$ cat src/rtl/sar_logic.sv
// Successive-approximation controller: samples the input, then resolves N bits
// MSB-first from comparator decisions and reports the code with a one-cycle strobe.
module sar_logic #(
    parameter int N             = 16,
    parameter int SAMPLE_CYCLES = 2
) (
    input  logic         clk,
    input  logic         rst,
    input  logic         seq_init,
    input  logic         invert_cfg,
    input  logic         comp_valid,
    input  logic         comp_out,
    output logic         sample_en,
    output logic         comp_trig,
    output logic [N-1:0] dac_state,
    output logic         dac_drive_invert,
    output logic [N-1:0] result,
    output logic         result_valid,
    output logic         busy
);

    localparam int KW = (N > 1) ? $clog2(N) : 1;
    localparam int CW = $clog2(SAMPLE_CYCLES + 1);

    typedef enum logic [2:0] {
        S_IDLE,
        S_SAMPLE,
        S_TRIG,
        S_WAIT,
        S_DONE
    } state_t;

    state_t          state_q, state_d;
    logic [KW-1:0]   k_q, k_d;
    logic [CW-1:0]   cnt_q, cnt_d;
    logic [N-1:0]    dac_q, dac_d;
    logic [N-1:0]    res_q, res_d;
    logic            inv_q, inv_d;
    logic            sample_en_q, comp_trig_q, result_valid_q, busy_q;
    logic [KW-1:0]   km1;
    logic [N-1:0]    final_code;

    always_comb begin
        state_d       = state_q;
        k_d           = k_q;
        cnt_d         = cnt_q;
        dac_d         = dac_q;
        res_d         = res_q;
        inv_d         = inv_q;
        km1           = k_q - KW'(1);
        final_code    = dac_q;
        final_code[0] = comp_out;

        unique case (state_q)
            S_IDLE: begin
                if (seq_init) begin
                    inv_d   = invert_cfg;
                    dac_d   = '0;
                    cnt_d   = CW'(SAMPLE_CYCLES - 1);
                    state_d = S_SAMPLE;
                end
            end
            S_SAMPLE: begin
                if (cnt_q == '0) begin
                    dac_d[N-1] = 1'b1;
                    k_d        = KW'(N - 1);
                    state_d    = S_TRIG;
                end else begin
                    cnt_d = cnt_q - CW'(1);
                end
            end
            S_TRIG: begin
                state_d = S_WAIT;
            end
            S_WAIT: begin
                // Resolve the current trial bit, then either place the next trial or finish.
                if (comp_valid) begin
                    dac_d[k_q] = comp_out;
                    if (k_q != '0) begin
                        dac_d[km1] = 1'b1;
                        k_d        = km1;
                        state_d    = S_TRIG;
                    end else begin
                        res_d   = final_code;
                        state_d = S_DONE;
                    end
                end
            end
            S_DONE: begin
                state_d = S_IDLE;
            end
            default: begin
                state_d = S_IDLE;
            end
        endcase
    end

    always_ff @(posedge clk or posedge rst) begin
        if (rst) begin
            state_q        <= S_IDLE;
            k_q            <= '0;
            cnt_q          <= '0;
            dac_q          <= '0;
            res_q          <= '0;
            inv_q          <= 1'b1;
            sample_en_q    <= 1'b0;
            comp_trig_q    <= 1'b0;
            result_valid_q <= 1'b0;
            busy_q         <= 1'b0;
        end else begin
            state_q        <= state_d;
            k_q            <= k_d;
            cnt_q          <= cnt_d;
            dac_q          <= dac_d;
            res_q          <= res_d;
            inv_q          <= inv_d;
            sample_en_q    <= (state_d == S_SAMPLE);
            comp_trig_q    <= (state_d == S_TRIG);
            result_valid_q <= (state_d == S_DONE);
            busy_q         <= (state_d != S_IDLE);
        end
    end

    assign sample_en        = sample_en_q;
    assign comp_trig        = comp_trig_q;
    assign dac_state        = dac_q;
    assign dac_drive_invert = inv_q;
    assign result           = res_q;
    assign result_valid     = result_valid_q;
    assign busy             = busy_q;

endmodule

$ cat config.mk
export PLATFORM = sky130hd
export DESIGN_NAME = sar_logic
export DESIGN_NICKNAME = d
export VERILOG_FILES = /design/src/rtl/sar_logic.sv
export SDC_FILE = /design/constraint.sdc
export NUM_CORES = 1
export LEC_CHECK = 0
export ABC_AREA = 1
export CORE_ASPECT_RATIO = 0.75
export CORE_UTILIZATION = 30
export CTS_CLUSTER_SIZE = 16
export DETAILED_ROUTE_END_ITERATION = 8
export GPL_TIMING_DRIVEN = 0
export PLACE_DENSITY = 0.54
export SETUP_SLACK_MARGIN = 0.15
export SLEW_MARGIN = 40
export SYNTH_ARGS = -nofsm -noshare
export SYNTH_HDL_FRONTEND = slang
export SYNTH_SLANG_ARGS = --single-unit
$ cat constraint.sdc
create_clock -name clk -period 1.6 [get_ports clk]
set_input_delay 0.48 -clock clk [delete_from_list [all_inputs] [get_ports clk]]
set_output_delay 0.48 -clock clk [all_outputs]
set_load 0.05 [all_outputs]
# Word-level counts from Yosys, hierarchy flattened
# Cells that the tools add are included.
[totals] ff_bits=46 inputBits=6 output_inout_bits=37 elab_cells=69
[op_classes] n_addsub=2 magnitude_cmp=4 eq_ne=11 mux=23 n_bitwise=2 n_reduce_logical=16
[op_table] operator="16-bit two-way mux" n=3
[op_table] operator="15-bit one-hot mux with 2 select lines" n=1
[op_table] operator="16-bit bitwise mux" n=1
[op_table] operator="16-bit OR" n=1
[op_table] operator="3-bit two-way mux" n=4
[op_table] operator="4-bit two-way mux" n=3
[op_table] operator="3-bit one-hot mux with 4 select lines" n=1
[op_table] operator="4-bit by 5-bit less-than comparator with 1-bit output (second input constant)" n=2
[op_table] operator="2-bit inequality test (second input constant)" n=5
[op_table] operator="3-bit by 2-bit equality test with 1-bit output (second input constant)" n=3
[op_table] operator="3-bit AND reduction" n=3
[op_table] operator="1-bit demux with 4-bit select" n=2
[op_table] operator="4-bit by 1-bit greater-or-equal comparator with 1-bit output (second input constant)" n=2
[op_table] operator="4-bit one-hot mux with 2 select lines" n=1
[op_table] operator="4-bit AND reduction" n=2
[op_table] operator="3-bit by 1-bit equality test with 1-bit output (second input constant)" n=2
[op_table] operator="2-bit nonzero test" n=3
[op_table] operator="3-bit nonzero test" n=2
[op_table] operator="2-bit two-way mux" n=2
[op_table] operator="2-bit one-hot mux with 2 select lines" n=1
[op_table] operator="4-bit nonzero test" n=1
[op_table] operator="4-bit by 1-bit subtractor with 4-bit output (second input constant)" n=1
[op_table] operator="3-bit equality test (second input constant)" n=1
[op_table] operator="3-bit logical NOT" n=1
[op_table] operator="7 further kinds" n=10

# Depth between registers and ports, before layout
# Gate-level depths: netlist of the first run.
[depth] depth_word=9 depth_mapped=10 depth_no_buf=10

# Worst setup path after synthesis of the first run
# OpenSTA, ideal clock, no wires.
[synth_path] path_type="flip-flop to flip-flop" start="register k_q[0]" end="register res_q[0], in the netlist result[0]" setup_ps=73 t_arrival_ps=1608 required_ps=1527 setup_slack_ps=-81 path_stages_with_launch=10 n_path_buf=1 period_less_slack_ps=1681 path_cell_list="dfrtp_1 -> inv_1 -> ha_1 -> inv_1 -> nor3_4 -> nand2_4 -> nor2_8 -> buf_8 -> nor2_2 -> a21oi_2"
[synth_between] elab_chain_cells=3
[synth_lines] element="start: declaration" line="34" text="logic [KW-1:0] k_q, k_d;"
[synth_lines] element="start signal: assignment" line="112" text="k_q <= k_d;"
[synth_lines] element="4-bit nonzero test" line="79" text="if (k_q != '0) begin"
[synth_lines] element="1-bit NOT (no line)"
[synth_lines] element="3-bit AND reduction (no line)"
[synth_lines] element="end signal: assignment" line="115" text="res_q <= res_d;"
[synth_lines] element="end: declaration" line="37" text="logic [N-1:0] res_q, res_d;"
# Every way passes these cells.
# A chain may end at the register's enable or synchronous reset.

# Worst setup path in the final report of the first run
[layout_path] start="register k_q[0]" end="register k_q[1]"
[layout_between] elab_chain_cells=4 word_cells_on_any_way=7 cone_classes="1 x add/sub; 1 x eq/ne; 3 x mux; 2 x reduce/logical"
[layout_lines] element="4-bit by 1-bit subtractor with 4-bit output" line="50" text="km1 = k_q - KW'(1);"
[layout_lines] element="4-bit two-way mux" line="79"
[layout_lines] element="4-bit two-way mux" line="77" text="if (comp_valid) begin"
[layout_lines] element="4-bit one-hot mux with 2 select lines" line="54" text="unique case (state_q)"
# Parallel ways exist; a longest one is shown, timed or not. The select of a mux whose other input is x is not followed.

==> results of run 1 <==
[how the worst max path moves through the flow]
stage	end	startpoint	cells past startpoint	slack (ns)
after global placement	result[1]	k_q[0]	9	-0.29
after floorplan	result[0]	k_q[0]	9	-0.02
after global routing	k_q[1]	k_q[1]	11	-0.1
after CTS	dac_drive_invert	dac_drive_invert	1	0.02
after detailed placement	result[1]	k_q[0]	9	-0.32
final	k_q[1]	k_q[0]	11	0.02
[metal layers]
metal,wire [um],track usage (%)
met5,0,0
met4,86,5.34
met3,285,2.84
met2,2790,24.9
met1,3400,25.1
[power groups by stage]
stage / Clock (W) / Sequential, W / Combinational, W
floorplan: 0 / 0.00310 / 0.00185
global placement: 0 / 0.00195 / 0.00420
detailed placement: 0 / 0.00196 / 0.00424
CTS: 0.000780 / 0.00193 / 0.00426
global route: 0.000824 / 0.00200 / 0.00506
finish: 0.000750 / 0.00193 / 0.00464
[flip-flops by register name, summed over array words and instances, names as in the netlist]
register and flops:
busy 1, k_q 4, dac_drive_invert 1, comp_trig 1, sample_en 1, dac_state 16
cnt_q 2, result 16, state_q 3, result_valid 1
[synthesized netlist by cell type, drive strengths merged]
master,number
ha,6
inv,38
a21boi,1
o21ai,25
o22ai,3
o211ai,1
clkbuf,2
a21oi,14
nand2,107
dfstp,1
nand4,1
nor3,1
dfrtp,45
mux2,1
buf,7
nand3,28
nor2,33
[cell families (layout without fill, tap and decap cells)]
group	Yosys count	after routing
compound gates	44	44
fa+ha+maj	6	6
buf+inv	47	116
flops	46	46
mux	1	1
simple gates	170	170
[stage by stage]
step                instance area [um2]  setup slack, ns  hold WS [ns]
floorplan                          2470          -0.0201         0.493
global placement                   3020           -0.292         0.492
detailed placement                 3060           -0.322         0.490
CTS                                3120           0.0213         0.509
global route                       3290          -0.0969         0.533
finish                             3290           0.0157         0.506
[placed cells by master (no fill, tap or decap), types with 3 or more instances in the layout]
cell	instances
a21oi_2	12
buf_12	3
buf_2	17
buf_4	27
buf_6	4
clkbuf_4	11
clkbuf_8	6
clkdlybuf4s50_1	4
dfrtp_1	43
ha_1	4
inv_1	30
inv_2	6
nand2_1	95
nand2_2	8
nand2_4	4
nand3_1	27
nor2_1	26
nor2_2	3
nor2_4	3
o21ai_0	21
o22ai_1	3
[area by class of cell]
cell class,count,area (um2),area share [%]
flip-flops and latches,46,1150,35.1
repair buffers,61,485,14.7
multi-input cells,221,1190,36.1
clock inverters,1,5.00,0.152
inverters,38,149,4.52
plain buffers,9,91.3,2.77
well taps,105,131,3.99
clock buffers,7,86.3,2.62
[worst min-delay path, delay by kind of cell (launching register included)]
family	cells	cell delay [ns]
compound gates	1	0.07
flops	1	0.35
simple gates	1	0.06
[repair_timing]
item	in CTS	in global routing
pin swaps	5	9
setup buffers	11	7
gates resized for setup	213	40
setup endpoints to repair	78	56
==> metrics.md, run 1 <==
| Metric | Value |
|---|---|
| Status | finished, final reports clean |
| Total power divided by cell area | around 2200 nW/um2 |
| Adder-cell area share of the yosys netlist | 3.05% |
| Leak | between 1.5 and 2 nW |
| Crit Reg-Reg Endpoint | k_q[1] |
| Die area | approximately 8600 um2 |
| Worst-margin pin slew | 0.389 ns |
| Vias in the first global route | approximately 2.1k |
| Psw | slightly below 0.004 W |
| Fin crit period | about 1.6 ns |
| Top post-synthesis cells by area | dfrtp_1 (46%), nand2_1 (16%), nand3_1 (5.7%) |
| Cells after synthesis | approximately 310 |
| Routed vias | ~2.2k |
| Mapped Area | approximately 2500 um2 |
| Non-filler cells, final | between 400 and 500 |
| Num ports | 43 |
| DR iter-0 viols | 106 |
| Yosys top cell area share | between 40 and 50% |
| Final net count | a little under 400 |
| Die H | approximately 80 um |
| Clock latency on the worst-skew pair | 0.30 ns |
| Cell variety after synth | 27 |
| Post-Synth Simple-Gate Area | slightly below 30% |
| Xor and xnor area share after synthesis | 0% |
| Sequential fraction of the synthesis area | 46.9% |
| Max Root-Sink Buffers | 2 |
| Reg clk slew, reported paths | ~0.090 ns |
| Initial antenna violation count | 0 |
| Root Driver | clkbuf_8 |
| VDD IR max | between 800 and 900 uV |
| Final hold vios | 0 |
| Routed WL | roughly 6600 um |
| CTS Sinks | 46 |
| Synth Register Bits | 46 |
| Leading area contributor after synthesis | dfrtp_1 |
| Buf+Inv Stages, Crit Path | 5 |
| Max_slew headroom | between 70 and 80% |
| Max-slew violation count | 0 |
| Grt ovf | 0 |
| Clk pwr share | about a tenth |
| Sequential power share | a little over a quarter |
| Layout fillers | ~850 |
| Placed insts | around 460 |
| CP max stage cell | dfrtp_2 |
| Ant diodes | 0 |
| Synth Area in Compound Gates | between 10 and 15% |
| Hold Path Cell Cnt | 2 |
| Sw Share | between 50 and 60% |
| Core area | approximately 7900 um2 |
| Hold_sp | result[8] |
| Worst Hold End | result[8] |
| Total track usage | between 10% and 20% |
| CP Class | reg2reg |
| CP Data Arrival Time | 1.79 ns |
| Post-CTS Hold Fix Bufs | 0 |
| Avg Cell Area, Syn | between 7 and 8 um2 |
| Rows | 28 |
| Final period util | roughly 100% |
| Largest net degree at the start of global routing | 25 |
| Total nets after synthesis | approximately 330 |
| Layout cells sized above 1 | a little under a third |
| # H-tree levels | 2 |
| Max Cap Viol | 0 |
| Die width | ~110 um |
| Synth-to-layout area growth | 34.0% |
| Startpoint types | register |
| Starting Density | between 30% and 40% |
| Hpwl dp | 4790 um |
| Worst-path maximum fanout | 8 |
| Tightest Hold Check Type | reg2reg |
| Total Power | 0.00733 W |
| Largest family of logic cells by synthesized area | simple AND/OR/NAND/NOR gates |
| Setup TNS | 0 ns |
| Setup Skew | between 0.008 and 0.009 ns |
| RSZ-0062 raised after global routing | yes |
| TritonCTS clock tree | yes |
| Worst R2R Start | k_q[0] |
| Endpoint type of the worst setup path | register |
| # setup viols final | 0 |
| CP delay by family, top | flip-flops |
| I/O Buffers | ~40 |
| Worst Reg-to-Reg Cells | 11 |
| DRT Pass-1 Iters | 4 |
| Multiplexer share of the synthesized area | less than 1% |
| Residual DRC | 0 |
| Gp weighted congestion | approximately 0.85 |
| Comb pwr share | 63.4% |
| Vias per cell | 4.50 |
| CTS Buf Count | 5 |
| Ys Warns | 0 |
| WL/cell | approximately 13 um |
| Data required, critical path | 1.81 ns |
| Global-route wire length before repair | approximately 11000 um |
| DRT antenna net count | 0 |
| Post-layout util | between 40% and 50% |
| Slowest cell delay on critical path | about 0.45 ns |
| Reg2reg setup slack | roughly 0.016 ns |
| Fmax achieved | 631 MHz |
| Critical-path cell list | inv_2 > ha_4 > inv_4 > nor3_4 > buf_4 > buf_6 > o21ai_4 > nand2_4 > inv_2 > nand2_1 > nand2_1 |
| Int Pwr | approximately 0.0035 W |
Note: power is estimated with default switching activity, not from simulation.
==> run 2, diff against run 1 <==
- SLEW_MARGIN: 40 -> not set
==> metrics.md, run 2 (synthesized netlist as in run 1, its figures left out) <==
| Metric | Value |
|---|---|
| Status | complete, but fails checks |
| Failing checks | negative setup slack |
| Num ports | 43 (unchanged) |
| Final net count | 410 (+4.1%) |
| Synth-to-layout area growth | 52.2% |
| Startpoint types | register |
| Clock latency on the worst-skew pair | 0.31 ns (about the same) |
| Max_slew headroom | 62.5% (-12 points) |
| Most common cell after layout, fill and taps aside | nand2_1 |
| CP delay by family, top | simple AND/OR/NAND/NOR gates |
| Residual DRC | 0 (unchanged) |
| CP max stage cell | dfrtp_2 |
| Max Cap Viol | 0 (unchanged) |
| Comb pwr share | 66.7% (+3.3 points) |
| Layout cells sized above 1 | 46.6% (+15 points) |
| Buf+Inv Stages, Crit Path | 4 (-1) |
| Layout fillers | 820 (-3.1%) |
| Crit Reg-Reg Endpoint | result[1] |
| CP Data Arrival Time | 1.85 ns (+0.06 ns) |
| VDD IR max | 770 uV (-13%) |
| Leak | 1.88 nW (+7.7%) |
| TritonCTS clock tree | yes |
| WP depth | 10 (-1) |
| Worst R2R Start | k_q[0] |
| Setup slack at placement | -0.310 ns (+0.0121 ns) |
| Core area | 7920 um2 (unchanged) |
| Gp weighted congestion | 0.845 (unchanged) |
| I/O Buffers | 41 (unchanged) |
| Setup Skew | 0.00467 ns (-0.00337 ns) |
| Worst Setup SP | k_q[0] |
| Rows | 28 (unchanged) |
| Die area | 8560 um2 (unchanged) |
| Initial antenna violation count | 0 (unchanged) |
| Largest net degree at the start of global routing | 47 (+88%) |
| Reg clk slew, reported paths | 0.09 ns (about the same) |
| Slowest cell delay on critical path | 0.45 ns (about the same) |
| Starting Density | 31.0% (unchanged) |
| Global-route wire length before repair | 11200 um (+1.8%) |
| Tightest Hold Check Type | reg2reg |
| CTS Sinks | 46 (unchanged) |
| Worst Reg-to-Reg Cells | 10 (-1) |
| WL/cell | 14.4 um (+7.4%) |
| Vias in the first global route | 2154 (+1.8%) |
| Post-CTS Hold Fix Bufs | 0 (unchanged) |
| Hpwl dp | 4650 um (-2.9%) |
| Clk pwr share | 9.2% (-1.0 points) |
| Die H | 80.4 um (unchanged) |
| Sequential power share | 24.1% (-2.3 points) |
| Routed vias | 2307 (+5.1%) |
| Final hold vios | 0 (unchanged) |
| DRT Pass-1 Iters | 4 (unchanged) |
| Fmax achieved | 622 MHz (-1.4%) |
| Root Driver | clkbuf_8 |
| Final design area excluding fillers | 3740 um2 (+14%) |
| Endpoint type of the worst setup path | register |
| Most frequent cells in the layout | nand2_1 (82), dfrtp_1 (42), buf_4 (35) |
| Most used cell, CP | inv_4 |
| Critical-path cell list | inv_4 > ha_4 > inv_4 > nor3_4 > nand2_4 > nor2_8 > buf_6 > buf_12 > nor2_4 > a21oi_2 |
| DR iter-0 viols | 62 (-42%) |
| Worst-margin pin slew | 0.561 ns (+0.172 ns) |
| Fin crit period | 1.61 ns (+0.0225 ns) |
| Final worst setup slack | -0.00685 ns (-0.0225 ns) |
| # setup viols final | 1 (+1) |
| Final period util | 100% (+1.4 points) |
| # H-tree levels | 2 (unchanged) |
| CP Class | reg2reg |
| Routed WL | 7280 um (+11%) |
| Worst-path maximum fanout | 5 (-3) |
| Sw Share | 52.1% (-0.45 points) |
| Total power divided by cell area | 2210 nW/um2 (-0.60%) |
| Ant diodes | 0 (unchanged) |
| Hold_sp | result[8] |
| Psw | 0.00431 W (+12%) |
| Die width | 107 um (unchanged) |
| CTS Buf Count | 5 (unchanged) |
| Total track usage | 17.3% (+0.39 points) |
| Vias per cell | 4.58 (+1.7%) |
| Int Pwr | 0.00396 W (+14%) |
| Grt ovf | 0 (unchanged) |
| DP Area | 3020 um2 (-1.6%) |
| DRT antenna net count | 0 (unchanged) |
| Crit path to | result[1] |
| Reg2reg setup slack | -0.007 ns (-0.02 ns) |
| Max Root-Sink Buffers | 2 (unchanged) |
| RSZ-0062 raised after global routing | yes |
| Data required, critical path | 1.84 ns (+0.03 ns) |
| Max-slew violation count | 0 (unchanged) |
## run 2: changes by cell type in the layout (fill, tap and decap cells not counted), moves of 11 or more
cell / previous run / this run
nor2_1: 26 / 9
nand2_1: 95 / 82
nand2_2: 8 / 19
nor2_4: 3 / 14
## run 2: worst min-delay path: stages, from the launching register on
cell	delay [ns]
dfrtp_1	0.35
o21ai_0	0.07
nand2_1	0.06
## run 2: how the worst min path moves through the flow
stage,endpoint,cells after the start
2_1_floorplan,cnt_q[1],2
3_5_place_dp,result[8],2
5_1_grt,dac_state[2],2
3_3_place_gp,dac_state[1],2
4_1_cts,result[8],2
6_report,result[8],2
## run 2: power groups by stage
stage / clock network [W] / logic, W / registers [W]
after floorplan: 0 / 0.00185 / 0.00310
after global placement: 0 / 0.00420 / 0.00195
after detailed placement: 0 / 0.00423 / 0.00196
after CTS: 0.000783 / 0.00457 / 0.00194
after global routing: 0.000834 / 0.00593 / 0.00205
final: 0.000760 / 0.00552 / 0.00199
## run 2: timing repair
action | in CTS | in global routing
pin swaps | 9 | 25
buffers inserted | 22 | 10
endpoints found under the setup margin | 78 | 103
gates resized for setup | 251 | 107
gates cloned | 2 | 2
## run 2: area by class of cell
type	instances	area, um2	share of cell area (%)
clock inverters	1	5.00	0.134
inverters	38	164	4.38
plain buffers	9	124	3.31
repair inverters	1	7.51	0.201
clock buffers	7	86.3	2.31
well taps	105	131	3.51
flip-flops and latches	46	1160	30.9
repair buffers	76	659	17.6
multi-input cells	221	1410	37.6
## run 2: through the flow
stage	hold slack, ns	total power [W]	util, %	cells	TNS (ns)
after global placement	0.492	0.00615	38.1	460	-13.39
after CTS	0.509	0.00729	42.0	492	0
final	0.502	0.00827	47.3	504	-0.00685
after detailed placement	0.490	0.00619	38.1	460	-14.59
after global routing	0.538	0.00882	47.3	504	-2.04
after floorplan	0.493	0.00495	-	314	-0.183
## run 2: routing by layer
metal / vias to the layer above / global-route usage, % / share of wire (%)
li1: 1169 / - / -
met5: - / 0 / 0
met4: 0 / 6.30 / 2.0
met2: 44 / 25.2 / 43
met3: 10 / 2.76 / 3.5
met1: 1084 / 25.6 / 52
==> run 3, diff against run 2 <==
- CAP_MARGIN: not set -> 20
==> metrics.md, run 3 (synthesized netlist as in run 1, its figures left out) <==
| Metric | Value |
|---|---|
| Clock latency on the worst-skew pair | 0.31 ns (about the same) |
| Fin crit period | 1.61 ns (-0.000435 ns) |
| Residual DRC | 0 (unchanged) |
| Final hold vios | 0 (unchanged) |
| Gp weighted congestion | 0.845 (unchanged) |
| Leak | 1.89 nW (+0.49%) |
| Core area | 7920 um2 (unchanged) |
| Most frequent cells in the layout | nand2_1 (82), dfrtp_1 (42), buf_4 (35) |
| Max-slew violation count | 0 (unchanged) |
| Post-CTS Hold Fix Bufs | 0 (unchanged) |
| Vias in the first global route | 2154 (unchanged) |
| Rows | 28 (unchanged) |
| Num ports | 43 (unchanged) |
| TritonCTS clock tree | yes |
| Ant diodes | 0 (unchanged) |
| Final design area excluding fillers | 3750 um2 (+0.33%) |
| Synth-to-layout area growth | 52.7% |
| Die H | 80.4 um (unchanged) |
| Layout cells sized above 1 | 46.6% (unchanged) |
| Root Driver | clkbuf_8 |
| Die width | 107 um (unchanged) |
| # setup viols final | 1 (unchanged) |
| Startpoint types | register |
| Most common cell after layout, fill and taps aside | nand2_1 |
| DRT antenna net count | 0 (unchanged) |
| CTS Buf Count | 5 (unchanged) |
| Area occupied by multi-input gates | 1410 um2 (unchanged) |
| Initial antenna violation count | 0 (unchanged) |
| Failing checks | negative setup slack |
| Largest net degree at the start of global routing | 47 (unchanged) |
| Max Cap Viol | 0 (unchanged) |
| DP Area | 3020 um2 (unchanged) |
| Post-layout util | 47.4% (+0.16 points) |
| Endpoint type of the worst setup path | register |
| Layout fillers | 819 (-0.12%) |
| RSZ-0062 raised after global routing | yes |
| Hpwl dp | 4650 um (unchanged) |
| DR iter-0 viols | 84 (+35%) |
| CP Class | reg2reg |
| FF/Latch Area | 1160 um2 (unchanged) |
| Vias per cell | 4.55 (-0.61%) |
| Total track usage | 17.3% (unchanged) |
| CP Data Arrival Time | 1.85 ns (about the same) |
| Reg clk slew, reported paths | 0.09 ns (about the same) |
| Routed vias | 2293 (-0.61%) |
| Max_slew headroom | 66.5% (+4.0 points) |
| Final period util | 100% (about the same) |
| Final worst setup slack | -0.00641 ns (+0.000435 ns) |
| # H-tree levels | 2 (unchanged) |
| Global-route wire length before repair | 11200 um (unchanged) |
| Data required, critical path | 1.84 ns (about the same) |
| Starting Density | 31.0% (unchanged) |
| DRT Pass-1 Iters | 4 (unchanged) |
| Setup Skew | 0.00562 ns (+0.000957 ns) |
| CTS Sinks | 46 (unchanged) |
| Setup slack at placement | -0.310 ns (unchanged) |
| Max Root-Sink Buffers | 2 (unchanged) |
| I/O Buffers | 41 (unchanged) |
| Final net count | 410 (unchanged) |
| Worst-margin pin slew | 0.501 ns (-0.0601 ns) |
| Status | complete, but fails checks |
| Total power divided by cell area | 2200 nW/um2 (-0.34%) |
| Die area | 8560 um2 (unchanged) |
| Fmax achieved | 623 MHz (about the same) |
| Tightest Hold Check Type | reg2reg |
| WL/cell | 14.2 um (-1.9%) |
| Worst-path maximum fanout | 5 (unchanged) |
| VDD IR max | 769 uV (-0.12%) |
| Routed WL | 7140 um (-1.9%) |
| Grt ovf | 0 (unchanged) |
==> run 3: cell count changes in the layout (fill, tap and decap cells not counted), sizes merged <==
cell | previous run | this run
buf | 71 | 72
clkinvlp | 2 | 1
==> run 3: power breakdown <==
part / internal [W] / switching, W / total, W / leakage [nW]
Clock: 0.000349 / 0.000410 / 0.000759 / 0.0482
Combinational: 0.00199 / 0.00353 / 0.00552 / 1.25
Sequential: 0.00163 / 0.000362 / 0.00199 / 0.583
==> run 3: layout make-up <==
class                   count  area share [%]
clock inverters             1           0.133
repair buffers             77            18.1
multi-input cells         221            37.5
inverters                  38            4.37
well taps                 105            3.50
plain buffers               9            3.30
clock buffers               7            2.30
flip-flops and latches     46            30.8
==> run 3: metrics by stage <==
| step | hold WS (ns) | TNS (ns) | std cells | total power, W |
|---|---|---|---|---|
| after detailed placement | 0.490 | -14.59 | 460 | 0.00619 |
| after global placement | 0.492 | -13.39 | 460 | 0.00615 |
| final | 0.502 | -0.00641 | 504 | 0.00827 |
| after CTS | 0.509 | 0 | 492 | 0.00729 |
| after floorplan | 0.493 | -0.183 | 314 | 0.00495 |
| after global routing | 0.538 | -2.04 | 504 | 0.00882 |
==> run 3: repair_timing <==
item | CTS | global route
setup buffers | 22 | 10
gates resized for setup | 251 | 106
pin swaps | 9 | 25
gates cloned | 2 | 1
endpoints found under the setup margin | 78 | 58
==> run 3: worst max-delay path, cell delays in order, from the launching register on <==
cell and delay (ns):
dfrtp_2 0.45, inv_4 0.08, ha_4 0.14, inv_4 0.04, nor3_4 0.18, nand2_4 0.11
nor2_8 0.15, buf_6 0.12, buf_12 0.13, nor2_4 0.03, a21oi_2 0.09
==> run 3: final timing paths <==
kind	to	cells past startpoint	slack [ns]	startpoint
max	result[1]	10	-0.006	k_q[0]
min	result[8]	2	0.50	result[8]
max reg2reg	result[1]	10	-0.006	k_q[0]
min reg2reg	result[8]	2	0.50	result[8]
max in group asynchronous	result[14]	3	0.58	rst
min in group asynchronous	sample_en	2	0.54	rst
==> run 3: layer usage <==
layer	share of wire, %	global-route usage (%)
met5	0	0
met4	2.1	6.30
met2	41	25.2
met1	53	25.6
met3	3.2	2.76
